==> config.mk <==
export PLATFORM = sky130hd
export DESIGN_NAME = spi_reg_bank
export DESIGN_NICKNAME = d
export VERILOG_FILES = /design/src/rtl/spi_reg_pkg.sv /design/src/rtl/spi_sync_edge.sv /design/src/rtl/spi_reg_bank.sv
export SDC_FILE = /design/constraint.sdc
export NUM_CORES = 1
export LEC_CHECK = 0
export ABC_AREA = 1
export BUFFER_PORTS_ARGS = -buffer_cell sky130_fd_sc_hd__buf_4
export CAP_MARGIN = 20
export CORE_UTILIZATION = 45
export CTS_CLUSTER_SIZE = 24
export DETAILED_ROUTE_END_ITERATION = 10
export MAX_ROUTING_LAYER = met4
export PLACE_DENSITY_LB_ADDON = 0.1
export SETUP_SLACK_MARGIN = 0.2
export SLEW_MARGIN = 20
export SYNTH_ARGS = -nofsm -noshare
export SYNTH_HDL_FRONTEND = slang
export SYNTH_SLANG_ARGS = --single-unit
export TNS_END_PERCENT = 1
==> constraint.sdc <==
create_clock -name clk -period 1.49 [get_ports clk]
set_clock_uncertainty 0.05 [all_clocks]
set_input_delay 0.447 -clock clk [delete_from_list [all_inputs] [get_ports clk]]
set_output_delay 0.447 -clock clk [all_outputs]
set_load 0.05 [all_outputs]
==> src/rtl/spi_reg_pkg.sv <==
// spi_reg_pkg: shared FSM states, frame size and register map for the SPI register bank
package spi_reg_pkg;
   typedef enum logic [1:0] {IDLE = 2'd0, SHIFT = 2'd1, COMMIT = 2'd2} state_t;
   localparam int FRAME_BITS = 16;
   localparam logic [6:0] ADDR_EN_OUT_LO = 7'h00;
   localparam logic [6:0] ADDR_EN_OUT_HI = 7'h01;
   localparam logic [6:0] ADDR_EN_PWM_LO = 7'h02;
   localparam logic [6:0] ADDR_EN_PWM_HI = 7'h03;
   localparam logic [6:0] ADDR_DUTY      = 7'h04;
   localparam logic [6:0] MAX_ADDR       = 7'h04;
endpackage

==> src/rtl/spi_sync_edge.sv <==
// spi_sync_edge: multi-stage synchroniser for an async pin with rise/fall pulses
module spi_sync_edge #(
   parameter int SYNC_STAGES = 2
) (
   input  logic clk,
   input  logic rst,
   input  logic d,
   output logic level,
   output logic rise,
   output logic fall
);
   logic [SYNC_STAGES-1:0] sync;
   logic                   prev;
   // shift the pin through the synchroniser and keep one delayed copy for edge detection
   always_ff @(posedge clk) begin
      if (rst) begin
         sync <= '0;
         prev <= 1'b0;
      end else begin
         sync <= {sync[SYNC_STAGES-2:0], d};
         prev <= level;
      end
   end
   assign level = sync[SYNC_STAGES-1];
   assign rise  = level & ~prev;
   assign fall  = ~level & prev;
endmodule

==> src/rtl/spi_reg_bank.sv <==
// spi_reg_bank: SPI-slave bank of five PWM control registers; SPI_READBACK_EN adds read frames on cipo
module spi_reg_bank
   import spi_reg_pkg::*;
#(
   parameter int         SYNC_STAGES = 2,
   parameter logic [7:0] DUTY_RESET  = 8'h00
) (
   input  logic       clk,
   input  logic       rst,
   input  logic       sclk,
   input  logic       ncs,
   input  logic       copi,
   output logic       cipo,
   output logic [7:0] en_reg_out_7_0,
   output logic [7:0] en_reg_out_15_8,
   output logic [7:0] en_reg_pwm_7_0,
   output logic [7:0] en_reg_pwm_15_8,
   output logic [7:0] pwm_duty_cycle
);
   logic       sclk_s, sclk_rise, sclk_fall;
   logic       ncs_s, ncs_rise, ncs_fall;
   logic       copi_s, copi_rise, copi_fall;
   logic       unused_sync;
   state_t     state;
   logic [4:0] cnt;
   logic [15:0] sh;
   logic       start, sample, wr_en;
   logic [6:0] addr;
   logic [7:0] data;
   spi_sync_edge #(.SYNC_STAGES(SYNC_STAGES)) u_sclk (
      .clk(clk), .rst(rst), .d(sclk), .level(sclk_s), .rise(sclk_rise), .fall(sclk_fall)
   );
   spi_sync_edge #(.SYNC_STAGES(SYNC_STAGES)) u_ncs (
      .clk(clk), .rst(rst), .d(ncs), .level(ncs_s), .rise(ncs_rise), .fall(ncs_fall)
   );
   spi_sync_edge #(.SYNC_STAGES(SYNC_STAGES)) u_copi (
      .clk(clk), .rst(rst), .d(copi), .level(copi_s), .rise(copi_rise), .fall(copi_fall)
   );
   assign unused_sync = ^{sclk_s, sclk_fall, ncs_s, copi_rise, copi_fall};
   assign start  = (state == IDLE) && ncs_fall;
   assign sample = (state == SHIFT) && !ncs_rise && sclk_rise;
   assign addr   = sh[14:8];
   assign data   = sh[7:0];
   assign wr_en  = (state == COMMIT) && (cnt == 5'(FRAME_BITS)) && sh[15] && (addr <= MAX_ADDR);
   // frame FSM: open on ncs fall, shift copi on sclk rise, close on ncs rise (ncs wins ties)
   always_ff @(posedge clk) begin
      if (rst) begin
         state <= IDLE;
         cnt   <= '0;
         sh    <= '0;
      end else begin
         state <= start ? SHIFT : (state == SHIFT && ncs_rise) ? COMMIT : (state == COMMIT) ? IDLE : state;
         if (start) begin
            cnt <= '0;
            sh  <= '0;
         end else if (sample) begin
            sh  <= {sh[14:0], copi_s};
            cnt <= (cnt == 5'(FRAME_BITS + 1)) ? cnt : cnt + 5'd1;
         end
      end
   end
   // register file: only a complete, in-range write frame updates a register
   always_ff @(posedge clk) begin
      if (rst) begin
         en_reg_out_7_0  <= 8'h00;
         en_reg_out_15_8 <= 8'h00;
         en_reg_pwm_7_0  <= 8'h00;
         en_reg_pwm_15_8 <= 8'h00;
         pwm_duty_cycle  <= DUTY_RESET;
      end else if (wr_en) begin
         en_reg_out_7_0  <= (addr == ADDR_EN_OUT_LO) ? data : en_reg_out_7_0;
         en_reg_out_15_8 <= (addr == ADDR_EN_OUT_HI) ? data : en_reg_out_15_8;
         en_reg_pwm_7_0  <= (addr == ADDR_EN_PWM_LO) ? data : en_reg_pwm_7_0;
         en_reg_pwm_15_8 <= (addr == ADDR_EN_PWM_HI) ? data : en_reg_pwm_15_8;
         pwm_duty_cycle  <= (addr == ADDR_DUTY)      ? data : pwm_duty_cycle;
      end
   end
`ifdef SPI_READBACK_EN
   logic [6:0] rd_addr;
   logic [7:0] rd_data, tx;
   logic       rd, cipo_q;
   assign rd_addr = {sh[5:0], copi_s};
   assign rd_data = (rd_addr == ADDR_EN_OUT_LO) ? en_reg_out_7_0 :
                    (rd_addr == ADDR_EN_OUT_HI) ? en_reg_out_15_8 :
                    (rd_addr == ADDR_EN_PWM_LO) ? en_reg_pwm_7_0 :
                    (rd_addr == ADDR_EN_PWM_HI) ? en_reg_pwm_15_8 :
                    (rd_addr == ADDR_DUTY)      ? pwm_duty_cycle : 8'h00;
   // read shifter: load on the 8th sampled bit, shift on each later sclk fall, drive cipo one cycle behind
   always_ff @(posedge clk) begin
      if (rst) begin
         tx     <= 8'h00;
         rd     <= 1'b0;
         cipo_q <= 1'b0;
      end else begin
         if (start) begin
            tx <= 8'h00;
            rd <= 1'b0;
         end else if (sample && cnt == 5'd7) begin
            tx <= sh[6] ? 8'h00 : rd_data;
            rd <= ~sh[6];
         end else if (rd && sclk_fall) begin
            tx <= {tx[6:0], 1'b0};
         end
         cipo_q <= (rd && !ncs_s && state == SHIFT) ? tx[7] : 1'b0;
      end
   end
   assign cipo = cipo_q;
`else
   assign cipo = 1'b0;
`endif
endmodule

==> impl_metrics.toml <==
[yosys]
synth_async_sr_flop_share_pct = 0
ys_warn_count = 0
syn_inst = 418
synth_area_per_cell_um2 = 7.24
synth_seq_cells = 71
yosys.area.top_type_share_pct = 47.0
ys_top_cells_by_area = "dfxtp_1, nor2_1, inv_1"
ys_seq_area_share_pct = 47.0
synth_edf_count = 0
ys.flop_type = "dfxtp_1"
synth_area_um2 = 3030
yosysTopAreaCell = "dfxtp_1"
synth_common_cells = "nor2_1, inv_1, dfxtp_1, nand2_1, a21oi_1"
synth_fp_nets = 426
synth_cell_types = 29
synth_most_common_cell = "nor2_1"

[placed_design]
dpl.hpwl_um = 4290
gp_congestion = 0.799
portBuffers = 44
pre_cts_ws_ns = -0.0251
placed_cell_area_um2 = 3550

[die]
initial_utilization_pct = 47.1
core_um2 = 6420
die_h_um = 84.0
dieWidth_um = 84.0
die_area_um2 = 7060
row_count = 29
io_pins = 46

[power_and_ir_drop]
power_density_nw_per_um2 = 907
seq_power_share_pct = 50.9
comb_power_share_pct = 3.3
p_int_w = 0.00294
p_sw_w = 0.000818
swShare_pct = 21.7
p_total_w = 0.00376
p_clk_share_pct = 45.8
vdd_drop_max_v = 0.000879
cellLeakagePower_nw = 1.83

[sta]
finalHoldWorstSlack_ns = 0.246
hold_viol_final = 0
setup_tns_ns = -0.131
max_freq_mhz = 661
slew_viol_final = 0
setup_viol = 10
fin_crit_ns = 1.51
final.setup.worst_slack_ns = -0.0229
period_share_pct = 102
grt_setup_unrepaired = "true"

[run_status]
status = "finished, violations left"
violations = "design-rule violations, negative setup slack"

[grt]
grt-ovfl-total = 0
grt_pass1_vias = 2426
grt_pass1_wl_um = 11200
grtUsageTotal_pct = 20.8
grt_max_degree = 41
antenna_found_initial = 0

[clock_tree]
cts_tree = "yes"
clkSlewWorstSetupHoldPaths_ns = 0.08
clock-root-buffer = "clkbuf_8"
numCtsBuffers = 9
cts_buffer_depth = 2
clock_latency_ns = 0.34
clkSinkCount = 71
ctsHoldBuffers = 0
h-tree-depth = 3

[critical_path]
reg2reg_to = "en_reg_pwm_15_8[0]"
start_kind = "register"
crit_type = "reg2reg"
startpoint = "cnt[1]"
r2r-start = "cnt[1]"
worstPathRequired_ns = 1.68
r2r_cells = 11
crit_arrival_ns = 1.71
critical_path.max_fanout = 5
reg2reg_setup_slack_ns = -0.02
cp-end-kind = "register"

[flow_run]
drv_cap = 0

[drt]
drc_errors = 8
routed_wl_um = 6470
vias = 2656
viasPerCell = 4.73
drtIter0Drc = 145
postRouteAntennaNets = 0
first_pass_iters = 7
wire_per_inst_um = 11.5

[min_path]
min_path_cells = 3
hold_start = "copi"
min_path_type = "in2reg"
hold_end = "u_copi.sync[0]"

[final_layout]
layout-drive-gt1-share_pct = 29.3
synthToLayoutAreaGrowth_pct = 37.1
final_cell_area_um2 = 4150
nNetsFinal = 488
diodes = 0
-- how the worst max path moves through the flow --
stage	endpoint	slack, ns	cells past startpoint
floorplan	en_reg_out_7_0[0]	0.02	10
global placement	pwm_duty_cycle[7]	0.01	9
detailed placement	pwm_duty_cycle[2]	-0.03	9
CTS	en_reg_pwm_7_0[1]	-0.03	10
global route	en_reg_pwm_7_0[1]	-0.13	10
finish	en_reg_pwm_15_8[0]	-0.02	11
-- final cells by class --
type	instances	area, um2
Fill cell	557	2270
Sequential cell	71	1450
Multi-Input combinational cell	253	1310
Timing Repair Buffer	66	777
Inverter	79	297
Clock buffer	11	141
Tap cell	77	96.3
Clock inverter	5	81.3
-- layout by cell type, fill, tap and decap left out, types with 7 or more instances in the layout --
master | netlist | layout
a21oi_1 | 22 | 22
buf_4 | 1 | 25
buf_6 | 2 | 17
buf_8 | 0 | 19
clkbuf_8 | 0 | 10
dfxtp_1 | 71 | 47
dfxtp_2 | 0 | 24
inv_1 | 72 | 68
inv_2 | 7 | 11
nand2_1 | 58 | 57
nand2_2 | 7 | 8
nand3_1 | 12 | 11
nand4_1 | 17 | 17
nor2_1 | 84 | 81
o21ai_0 | 18 | 7
o21ai_1 | 16 | 26
-- per-layer routing --
| layer | routed length [um] | share of wire (%) | vias to the layer above | track usage (%) |
|---|---|---|---|---|
| met1 | 3010 | 47 | 1191 | 24.4 |
| met2 | 3120 | 48 | 50 | 34.3 |
| met5 | 0 | 0 | - | - |
| met3 | 222 | 3.4 | 9 | 4.55 |
| met4 | 116 | 1.8 | 0 | 8.93 |
| li1 | - | - | 1406 | - |
-- stage by stage --
step	cells	utilization (%)
6_report	562	64.6
5_1_grt	562	64.6
4_1_cts	562	62.7
3_5_place_dp	542	55.3
3_3_place_gp	542	55.3
2_1_floorplan	418	-
-- worst max-delay path, stage by stage (launching register included) --
cell and delay [ns]:
dfxtp_2 0.33, inv_2 0.07, ha_4 0.14, nand2_2 0.06
nor2_2 0.09, nand2_2 0.09, nor2_8 0.13, buf_4 0.15
buf_12 0.10, nand4_1 0.08, nand2_1 0.08, nor2_1 0.05
-- timing repair --
item / in CTS / in global routing
pin swaps: 2 / 4
gates resized for setup: 58 / 47
hold endpoints to repair: 0 / 0
buffers inserted: 3 / 0
setup endpoints to repair: 100 / 101
cloned: 1 / 0
-- power groups by stage --
stage	clock network [W]	registers, W	logic, W
floorplan	0	0.00196	0.0000833
global placement	0	0.00196	0.000119
detailed placement	0	0.00196	0.000120
CTS	0.00175	0.00191	0.000123
global route	0.00186	0.00192	0.000142
finish	0.00172	0.00192	0.000125
-- cells by family after synthesis --
logic type      share of synthesized area, %
compound gates                          9.26
xor+xnor                               0.579
fa+ha+maj                               1.24
buf+inv                                 12.4
flops                                   47.0
other cells                            0.124
simple gates                            29.4
-- sequential cells by signal (all words and copies together), names as in the netlist --
name	count
en_reg_pwm_15_8	8
cnt	5
u_ncs.sync	2
sh	16
en_reg_pwm_7_0	8
en_reg_out_7_0	8
u_sclk.sync	2
state	2
u_sclk.prev	1
pwm_duty_cycle	8
en_reg_out_15_8	8
u_copi.sync	2
u_ncs.prev	1
Power figures use the tool's default switching activity.
